File: config.mk
export PLATFORM = sky130hd
export DESIGN_NAME = vga_timing_gen
export DESIGN_NICKNAME = d
export VERILOG_FILES = /design/src/rtl/vga_timing_pkg.sv /design/src/rtl/vga_sync_delay.sv /design/src/rtl/vga_timing_gen.sv
export SDC_FILE = /design/constraint.sdc
export NUM_CORES = 1
export LEC_CHECK = 0
export BUFFER_PORTS_ARGS = -buffer_cell sky130_fd_sc_hd__buf_2
export CAP_MARGIN = 30
export CORE_ASPECT_RATIO = 1.25
export CORE_UTILIZATION = 46
export DETAILED_ROUTE_END_ITERATION = 12
export GPL_ROUTABILITY_DRIVEN = 0
export PLACE_DENSITY = 0.66
export SYNTH_ARGS = -nofsm -noshare
export SYNTH_HDL_FRONTEND = slang
export SYNTH_SLANG_ARGS = --single-unit
File: constraint.sdc
create_clock -name clk_25 -period 4.2 [get_ports clk_25]
set_input_delay 0.84 -clock clk_25 [delete_from_list [all_inputs] [get_ports clk_25]]
set_output_delay 0.84 -clock clk_25 [all_outputs]
set_load 0.02 [all_outputs]
File: src/rtl/vga_timing_pkg.sv
`default_nettype none
// ============================================================================
// Module      : vga_timing_pkg
// Description : 640x480@60 raster constants and timing helper functions.
// Revision    : 1.0 - initial release
// ============================================================================
package vga_timing_pkg;

    localparam int VGA_HVID = 640;
    localparam int VGA_HFP  = 16;
    localparam int VGA_HS   = 96;
    localparam int VGA_HBP  = 48;
    localparam int VGA_VVID = 480;
    localparam int VGA_VFP  = 10;
    localparam int VGA_VS   = 2;
    localparam int VGA_VBP  = 33;

    function automatic int span_total(input int vid, input int fp, input int sw, input int bp);
        return vid + fp + sw + bp;
    endfunction

    // Sync pulse sits after the visible area and the front porch.
    function automatic int sync_start(input int vid, input int fp);
        return vid + fp;
    endfunction

    function automatic logic in_window(input int pos, input int lo, input int len);
        return (pos >= lo) && (pos < lo + len);
    endfunction

    function automatic logic sync_level(input logic active, input logic pol);
        return active ? pol : ~pol;
    endfunction

endpackage
`default_nettype wire

File: src/rtl/vga_sync_delay.sv
`default_nettype none
// ============================================================================
// Module      : vga_sync_delay
// Description : Enabled shift register with async clear for output alignment.
// Revision    : 1.0 - initial release
// ============================================================================
module vga_sync_delay #(
    parameter int               WIDTH   = 1,
    parameter int               DEPTH   = 1,
    parameter logic [WIDTH-1:0] RST_VAL = '0
) (
    input  logic             clk,
    input  logic             rst_n,
    input  logic             i_en,
    input  logic [WIDTH-1:0] i_d,
    output logic [WIDTH-1:0] o_q
);

    generate
        if (DEPTH == 0) begin : g_bypass
            logic w_unused;
            assign w_unused = &{1'b0, clk, rst_n, i_en};
            assign o_q      = i_d;
        end else begin : g_shift
            logic [WIDTH-1:0] r_stage [DEPTH];

            always_ff @(posedge clk or negedge rst_n) begin
                if (!rst_n) begin
                    for (int i = 0; i < DEPTH; i++) begin
                        r_stage[i] <= RST_VAL;
                    end
                end else if (i_en) begin
                    r_stage[0] <= i_d;
                    for (int i = 1; i < DEPTH; i++) begin
                        r_stage[i] <= r_stage[i-1];
                    end
                end
            end

            assign o_q = r_stage[DEPTH-1];
        end
    endgenerate

endmodule
`default_nettype wire

File: src/rtl/vga_timing_gen.sv
`default_nettype none
// ============================================================================
// Module      : vga_timing_gen
// Description : Parametrised VGA raster timing generator (pixel-clock domain).
// Revision    : 1.0 - initial release
// ============================================================================
module vga_timing_gen
    import vga_timing_pkg::*;
#(
    parameter int   HVID     = VGA_HVID,
    parameter int   HFP      = VGA_HFP,
    parameter int   HS       = VGA_HS,
    parameter int   HBP      = VGA_HBP,
    parameter int   VVID     = VGA_VVID,
    parameter int   VFP      = VGA_VFP,
    parameter int   VS       = VGA_VS,
    parameter int   VBP      = VGA_VBP,
    parameter logic HPOL     = 1'b0,
    parameter logic VPOL     = 1'b0,
    parameter int   CW       = 10,
    parameter int   FCW      = 8,
    parameter int   PIPE_DLY = 0
) (
    input  logic           clk_25,
    input  logic           rst_n,
    input  logic           en,
    output logic           hsync,
    output logic           vsync,
    output logic           de,
    output logic [CW-1:0]  pixel_x,
    output logic [CW-1:0]  pixel_y,
    output logic           line_start,
    output logic           frame_start,
    output logic [FCW-1:0] frame_cnt
);

    localparam int c_HTOT  = span_total(HVID, HFP, HS, HBP);
    localparam int c_VTOT  = span_total(VVID, VFP, VS, VBP);
    localparam int c_HS_LO = sync_start(HVID, HFP);
    localparam int c_VS_LO = sync_start(VVID, VFP);

    generate
        if ((c_HTOT - 1) >= (1 << CW)) begin : g_chk_hcw
            $error("vga_timing_gen: HTOT-1 does not fit in CW bits");
        end
        if ((c_VTOT - 1) >= (1 << CW)) begin : g_chk_vcw
            $error("vga_timing_gen: VTOT-1 does not fit in CW bits");
        end
        if ((PIPE_DLY < 0) || (PIPE_DLY > 15)) begin : g_chk_dly
            $error("vga_timing_gen: PIPE_DLY must be within 0..15");
        end
    endgenerate

    localparam logic [CW-1:0] c_H_LAST = CW'(c_HTOT - 1);
    localparam logic [CW-1:0] c_V_LAST = CW'(c_VTOT - 1);

    // One word per pixel position; it travels the delay line as a unit so
    // every output always describes the same coordinate.
    typedef struct packed {
        logic [FCW-1:0] fcnt;
        logic           line_st;
        logic           frame_st;
        logic           hsync;
        logic           vsync;
        logic           de;
        logic [CW-1:0]  x;
        logic [CW-1:0]  y;
    } pix_t;

    localparam pix_t c_RST = '{
        fcnt:     '0,
        line_st:  1'b0,
        frame_st: 1'b0,
        hsync:    ~HPOL,
        vsync:    ~VPOL,
        de:       1'b0,
        x:        '0,
        y:        '0
    };

    logic [CW-1:0] r_h_cnt;
    logic [CW-1:0] r_v_cnt;
    logic          w_h_wrap;
    logic          w_line_st;
    logic          w_frame_st;
    pix_t          w_s1_d;
    pix_t          r_s1;
    pix_t          w_out;
    logic          r_en_d;

    assign w_h_wrap = (r_h_cnt == c_H_LAST);

    always_ff @(posedge clk_25 or negedge rst_n) begin
        if (!rst_n) begin
            r_h_cnt <= '0;
            r_v_cnt <= '0;
        end else if (en) begin
            if (w_h_wrap) begin
                r_h_cnt <= '0;
                r_v_cnt <= (r_v_cnt == c_V_LAST) ? '0 : r_v_cnt + 1'b1;
            end else begin
                r_h_cnt <= r_h_cnt + 1'b1;
            end
        end
    end

    // Frame count is carried with the word so it changes together with frame_start.
    always_comb begin
        w_line_st       = (r_h_cnt == '0);
        w_frame_st      = w_line_st && (r_v_cnt == '0);
        w_s1_d          = c_RST;
        w_s1_d.x        = r_h_cnt;
        w_s1_d.y        = r_v_cnt;
        w_s1_d.line_st  = w_line_st;
        w_s1_d.frame_st = w_frame_st;
        w_s1_d.de       = (int'(r_h_cnt) < HVID) && (int'(r_v_cnt) < VVID);
        w_s1_d.hsync    = sync_level(in_window(int'(r_h_cnt), c_HS_LO, HS), HPOL);
        w_s1_d.vsync    = sync_level(in_window(int'(r_v_cnt), c_VS_LO, VS), VPOL);
        w_s1_d.fcnt     = r_s1.fcnt + FCW'(w_frame_st);
    end

    always_ff @(posedge clk_25 or negedge rst_n) begin
        if (!rst_n) begin
            r_s1 <= c_RST;
        end else if (en) begin
            r_s1 <= w_s1_d;
        end
    end

    vga_sync_delay #(
        .WIDTH   ($bits(pix_t)),
        .DEPTH   (PIPE_DLY),
        .RST_VAL (c_RST)
    ) u_sync_delay (
        .clk   (clk_25),
        .rst_n (rst_n),
        .i_en  (en),
        .i_d   (r_s1),
        .o_q   (w_out)
    );

    // Strobe flags are held with the word while en is low; gating with the
    // previous-cycle enable limits them to the single cycle the word arrived.
    always_ff @(posedge clk_25 or negedge rst_n) begin
        if (!rst_n) begin
            r_en_d <= 1'b0;
        end else begin
            r_en_d <= en;
        end
    end

    assign hsync       = w_out.hsync;
    assign vsync       = w_out.vsync;
    assign de          = w_out.de;
    assign pixel_x     = w_out.x;
    assign pixel_y     = w_out.y;
    assign frame_cnt   = w_out.fcnt;
    assign line_start  = w_out.line_st  & r_en_d;
    assign frame_start = w_out.frame_st & r_en_d;

endmodule
`default_nettype wire

-- Yosys cells after proc, flatten, opt, wreduce, memory -nomap -nowiden
Index checks and enable logic that the tools add are counted.
Widths: inputs -> output; s select.
- $add $sub $neg: 3
- multiply operators: 0
- div/mod/pow operators: 0
- order comparisons: 6
- equality and inequality tests: 2
- shifts and indexed selects: 0
- mux-type cells: 4
- bitwise logic cells: 2
- reduce and logical (&&, ||, !) cells: 7
- operators with widths (cell ; number):
    $add 10x1->10 const B ; 2
    $eq 10x10->1 const B ; 2
    $logic_not 10->1 ; 2
    $lt 10x10->1 const B ; 2
    $lt 10x9->1 const B ; 2
    $mux 10 ; 2
    $ge 10x10->1 const B ; 1
    $ge 10x9->1 const B ; 1
    $add 8x1->8 ; 1
    $logic_and 1x1->1 ; 4
    $and 1x1->1 ; 2
    $mux 1 ; 2
    $reduce_and 2->1 ; 1
- register bits: 54
- latch bits: 0
- bits in writable memories: 0
- bits in read-only memories: 0
- input port bits: 3
- output and inout port bits: 33
- word-level logic and storage cells: 35
- memories: 0

-- Longest topological paths before layout
- depth in word-level cells: 3
- mapped depth: 9
- depth with buffers taken out: 9

-- Hierarchy
A second synthesis with hierarchy kept.
- cell total of the unflattened synthesis: 246
- area, all modules: 2722.6 um^2
- modules (own cells, without submodules) (module ; times used ; cells an instance ; area each (um^2) ; seq. area each (um^2)):
    vga_timing_gen ; 1 ; 213 ; 2474.9 ; 1353.8
    vga_sync_delay ; 1 ; 33 ; 247.7 ; 0.0

-- Least setup slack after synthesis
OpenSTA, ideal clock, no wires.
- kind: input to register
- start: in en
- end: reg r_v_cnt[8]
- library setup time: 69 ps
- data arrival time: 1867 ps
- required time: 4131 ps
- path slack: 2264 ps
- cell stages on the path: 5
- buffers on the path: 1
- path through: buf_6 and4bb_4 nand3_4 or4_1 nand3_1
- word-level cells in the longest chain between the ends: 1
- RTL lines (item ; RTL line ; text):
    start: declaration ; vga_timing_gen.sv:26 ; input logic en,
    $reduce_and 2->1 (no source line) ; n/a ;
    end signal: assignment ; vga_timing_gen.sv:100 ; r_v_cnt <= (r_v_cnt == c_V_LAST) ? '0 : r_v_cnt + 1'b1;
    end: declaration ; vga_timing_gen.sv:82 ; logic [CW-1:0] r_v_cnt;
No other way between the ends.
A chain may end at the register's enable or synchronous reset.

==> impl_results.rst <==
.. list-table::
   :header-rows: 1

   * - Metric
     - Value
   * - Run status
     - finished, final reports clean
   * - Most used flip-flop cell after synthesis
     - dfrtp_1
   * - Area of placed instances
     - between 2000 and 3000 um^2
   * - Proportion of layout cells with a drive suffix above 1
     - just over 30%
   * - Fraction of post-synthesis cell area in the top cell type by area
     - 48.35%
   * - Cell taking the most area after synthesis
     - dfrtp_1
   * - Reg area
     - between 1000 and 1500 um^2
   * - Pin count of the biggest net entering global routing
     - 47
   * - Cell breakdown of the critical path
     - nor4_1, nand3_1, nor2_1, ha_1, ha_1, mux2_2
   * - Clock-pin slew of the registers on the worst-case setup and hold paths
     - about 100 ps
   * - RSZ-0062 raised after global routing
     - no
   * - Post-synthesis area per instance
     - around 11 um^2
   * - Hpwl dp
     - 3212 um
   * - Post-route design area
     - about 2800 um^2
   * - Clock period minus worst slack
     - 2013 ps
   * - Final Power
     - 1.159 mW
   * - Via count of the first global-routing pass
     - between 1500 and 2000
   * - Total global-route track usage
     - 16.56%
   * - Count of nets left with antenna violations after detail routing
     - 0
   * - Die Area
     - ~6200 um^2
   * - Clock Latency Late Sink
     - 310 ps
   * - Worst EP required
     - 4410 ps
   * - Antenna fix cells
     - 0
   * - Worst Setup End Kind
     - flip-flop
   * - Number of design-rule violations left by the first detailed-router iteration
     - 99
   * - Part of the power in registers
     - between 50% and 60%
   * - Synth top area cells
     - dfrtp_1, mux2_2, buf_4
   * - Most prevalent standard cell on the critical path
     - ha_1
   * - Portion of total power attributed to combinational logic
     - 15.7%
   * - P_int
     - roughly 830 uW
   * - Num CTS Buffers
     - 5
   * - Core area
     - 5518 um^2
   * - Cell Pwr Density
     - 413.1 nW/um^2
   * - Cell Area, Synth
     - 2691 um^2
   * - Skew final
     - ~12 ps
   * - Adder and majority gate portion of the synthesized area
     - under 10%
   * - Total congestion overflow after global routing
     - 0
   * - Crit path kind
     - reg2reg
   * - CTS tree
     - built
   * - Post-synthesis register bit count
     - 54
   * - Worst-case headroom to the max-slew limit
     - 56.68%
   * - Filler cells
     - 520
   * - Data arrival time of the critical path
     - 2220 ps
   * - Wire length per cell after detailed routing
     - 14.77 um
   * - Number of enable-type register cells in the synthesized netlist
     - 0
   * - Proportion of register bits with asynchronous set or reset after synthesis
     - 100.0%
   * - Total number of vias
     - between 1500 and 2000
   * - NetSw
     - about 330 uW
   * - Worst Setup Start Kind
     - flip-flop
   * - Number of vias per cell after detailed routing
     - 5.452
   * - Fraction of synthesized area in multiplexers
     - 10.74%
   * - Multi-input combinational cell area
     - 1035 um^2
   * - Leakage power
     - 1.357 nW
   * - Number of H-tree levels
     - 2
   * - Achievable Freq
     - 496.8 MHz
   * - Worst vdd ir
     - 0.0001587 V
   * - First-pass detailed-route iteration total
     - 4
   * - Class of the worst hold path
     - reg2reg
   * - Remaining DRCs
     - 0
   * - Buffers inserted during post-CTS setup optimization
     - 0
   * - Cell with the largest stage delay on the worst path
     - dfrtp_1
   * - Instance count of the mapped netlist
     - between 200 and 250
   * - Final wirelength
     - between 4000 and 5000 um
   * - Initial cell density of the core
     - roughly half
   * - Buffer depth of the longest clock path
     - 2
   * - Area growth from synthesis to layout
     - 4.231%
   * - Largest family of logic cells by synthesized area
     - simple AND/OR/NAND/NOR gates
   * - Share of the synthesized area in compound gates (AO/OA/AOI/OAI)
     - 4.881%
   * - Count of port buffers added during placement
     - 35
   * - Global-route wire length before repair
     - 7990 um
   * - CTS root buf
     - clkbuf_8
   * - Xor/xnor cell area share of the yosys netlist
     - 4.556%
   * - Total clock sinks
     - between 50 and 60
   * - Final nets
     - ~250
   * - X dimension of the die
     - 70.42 um
   * - Fraction of power consumed by the clock network
     - 30.3%
   * - Antenna violations before repair
     - 0
   * - Max-cap violations
     - 0
   * - Post-Route Hold Slack
     - 461.6 ps
   * - Placement row count
     - 30
   * - Setup violators final
     - 0
   * - Critical Path Max Stage Delay
     - between 400 and 500 ps
   * - Net count of the mapped netlist
     - 248
   * - Area fraction in and, or, nand and nor cells after synthesis
     - 15.48%
   * - Switching share of power
     - 28.37%
   * - Sequential area share after synthesis
     - approximately half
   * - Ports placed on the boundary
     - 36
   * - Count of cells resized by post-cts repair
     - 0
   * - Number of max-slew violations in the final report
     - 0
   * - Crit path buf inv count
     - 0
   * - Slew at the pin with the worst max-slew slack
     - 649.9 ps
   * - Fraction of the cycle the final worst path needs
     - roughly 48%
   * - Number of hold-repair buffers added at the cts stage
     - 0
   * - Library cells used by synthesis
     - 43
   * - Category of cells accounting for the largest share of critical-path delay
     - simple AND/OR/NAND/NOR gates
   * - Setup total negative slack
     - 0 ps
   * - Worst Path Max Fanout
     - 9
   * - Count of endpoints failing hold in the final timing report
     - 0
   * - Total number of yosys warnings
     - 0
   * - Die height
     - around 88 um
-- per-layer routing --
layer / track usage, % / part of all wire, %
met5: 0 / 0
met4: 8.182 / 2.1
met3: 3.472 / 3.2
met2: 27.53 / 51
met1: 20.55 / 44
-- sequential cells by signal (all words and copies together) (netlist names) --
register and cells:
r_en_d 1, r_h_cnt 10, r_v_cnt 10, r_s1 33
-- path summary, 6_finish.rpt --
kind	start	endpoint	slack (ps)	cells after the start
max	r_v_cnt[4]	r_s1[26]	2190	6
min	r_s1[32]	r_s1[32]	460	1
max reg2reg	r_v_cnt[4]	r_s1[26]	2190	6
min reg2reg	r_s1[32]	r_s1[32]	460	1
max in group asynchronous	rst_n	r_s1[16]	2870	2
min in group asynchronous	rst_n	r_s1[9]	550	1
-- worst register-to-register path, cell delays in order (launching register included) --
cell and delay [ps]:
dfrtp_1 490, nor4_1 410, nand3_1 140, nor2_1 180, ha_1 210, ha_1 230, mux2_2 250
-- synthesized netlist by cell type (3+ instances only) --
library cell	instances
mux2i_1	3
inv_1	9
nand2_1	13
xnor2_1	8
a21oi_1	3
and3_1	5
o31ai_1	3
nor2_1	11
ha_1	6
o21ai_0	9
dfrtp_1	52
and4_1	3
buf_4	28
nor2b_1	3
xor2_1	6
clkbuf_1	5
nand4_1	7
mux2_2	23
nand3_1	8
nor4_1	3
-- cells in the final DEF, fill, tap and decap left out, types with 2 or more instances in the layout --
master and count:
o31ai_1 3, a41oi_1 2, nand2_1 13, inv_1 9, xor2_1 6, and4_1 3, dfrtp_1 52, mux2i_1 3
mux2_2 23, nor3_1 2, dfstp_2 2, nand3_1 8, o21ai_1 2, nand4_1 7, ha_1 6, buf_2 35
a21oi_1 3, and3_1 5, buf_4 2, nand4b_1 2, nor2b_1 3, nor4_1 3, xnor2_1 8, clkbuf_8 5
nor2_1 11, o21ai_0 9, and2_1 2
-- cells by family after synthesis --
family | after synthesis
simple gates | 70
flops | 54
xor+xnor | 14
buf+inv | 47
fa+ha+maj | 6
compound gates | 22
mux | 26
-- layout make-up --
class	count	area share, %
clock inverters	3	1.561
well taps	64	2.855
flip-flops and latches	54	48.26
inverters	9	1.204
repair buffers	37	6.780
clock buffers	5	2.453
multi-input cells	138	36.89
-- metrics by stage --
stage	utilization (%)	setup WS, ps	cells
6_report	50.84	2187	310
5_1_grt	50.84	2040	310
4_1_cts	50.84	2166	310
3_5_place_dp	48.80	2047	302
3_3_place_gp	48.80	2110	302
2_1_floorplan	-	2264	239
-- power by group through the flow --
| stage | clock network [mW] | logic, mW | registers (mW) |
|---|---|---|---|
| 2_1_floorplan | 0 | 0.178 | 0.612 |
| 3_3_place_gp | 0 | 0.179 | 0.639 |
| 3_5_place_dp | 0 | 0.184 | 0.637 |
| 6_report | 0.351 | 0.182 | 0.627 |
| 5_1_grt | 0.381 | 0.198 | 0.637 |
| 4_1_cts | 0.363 | 0.185 | 0.628 |
Power figures use the tool's default switching activity.
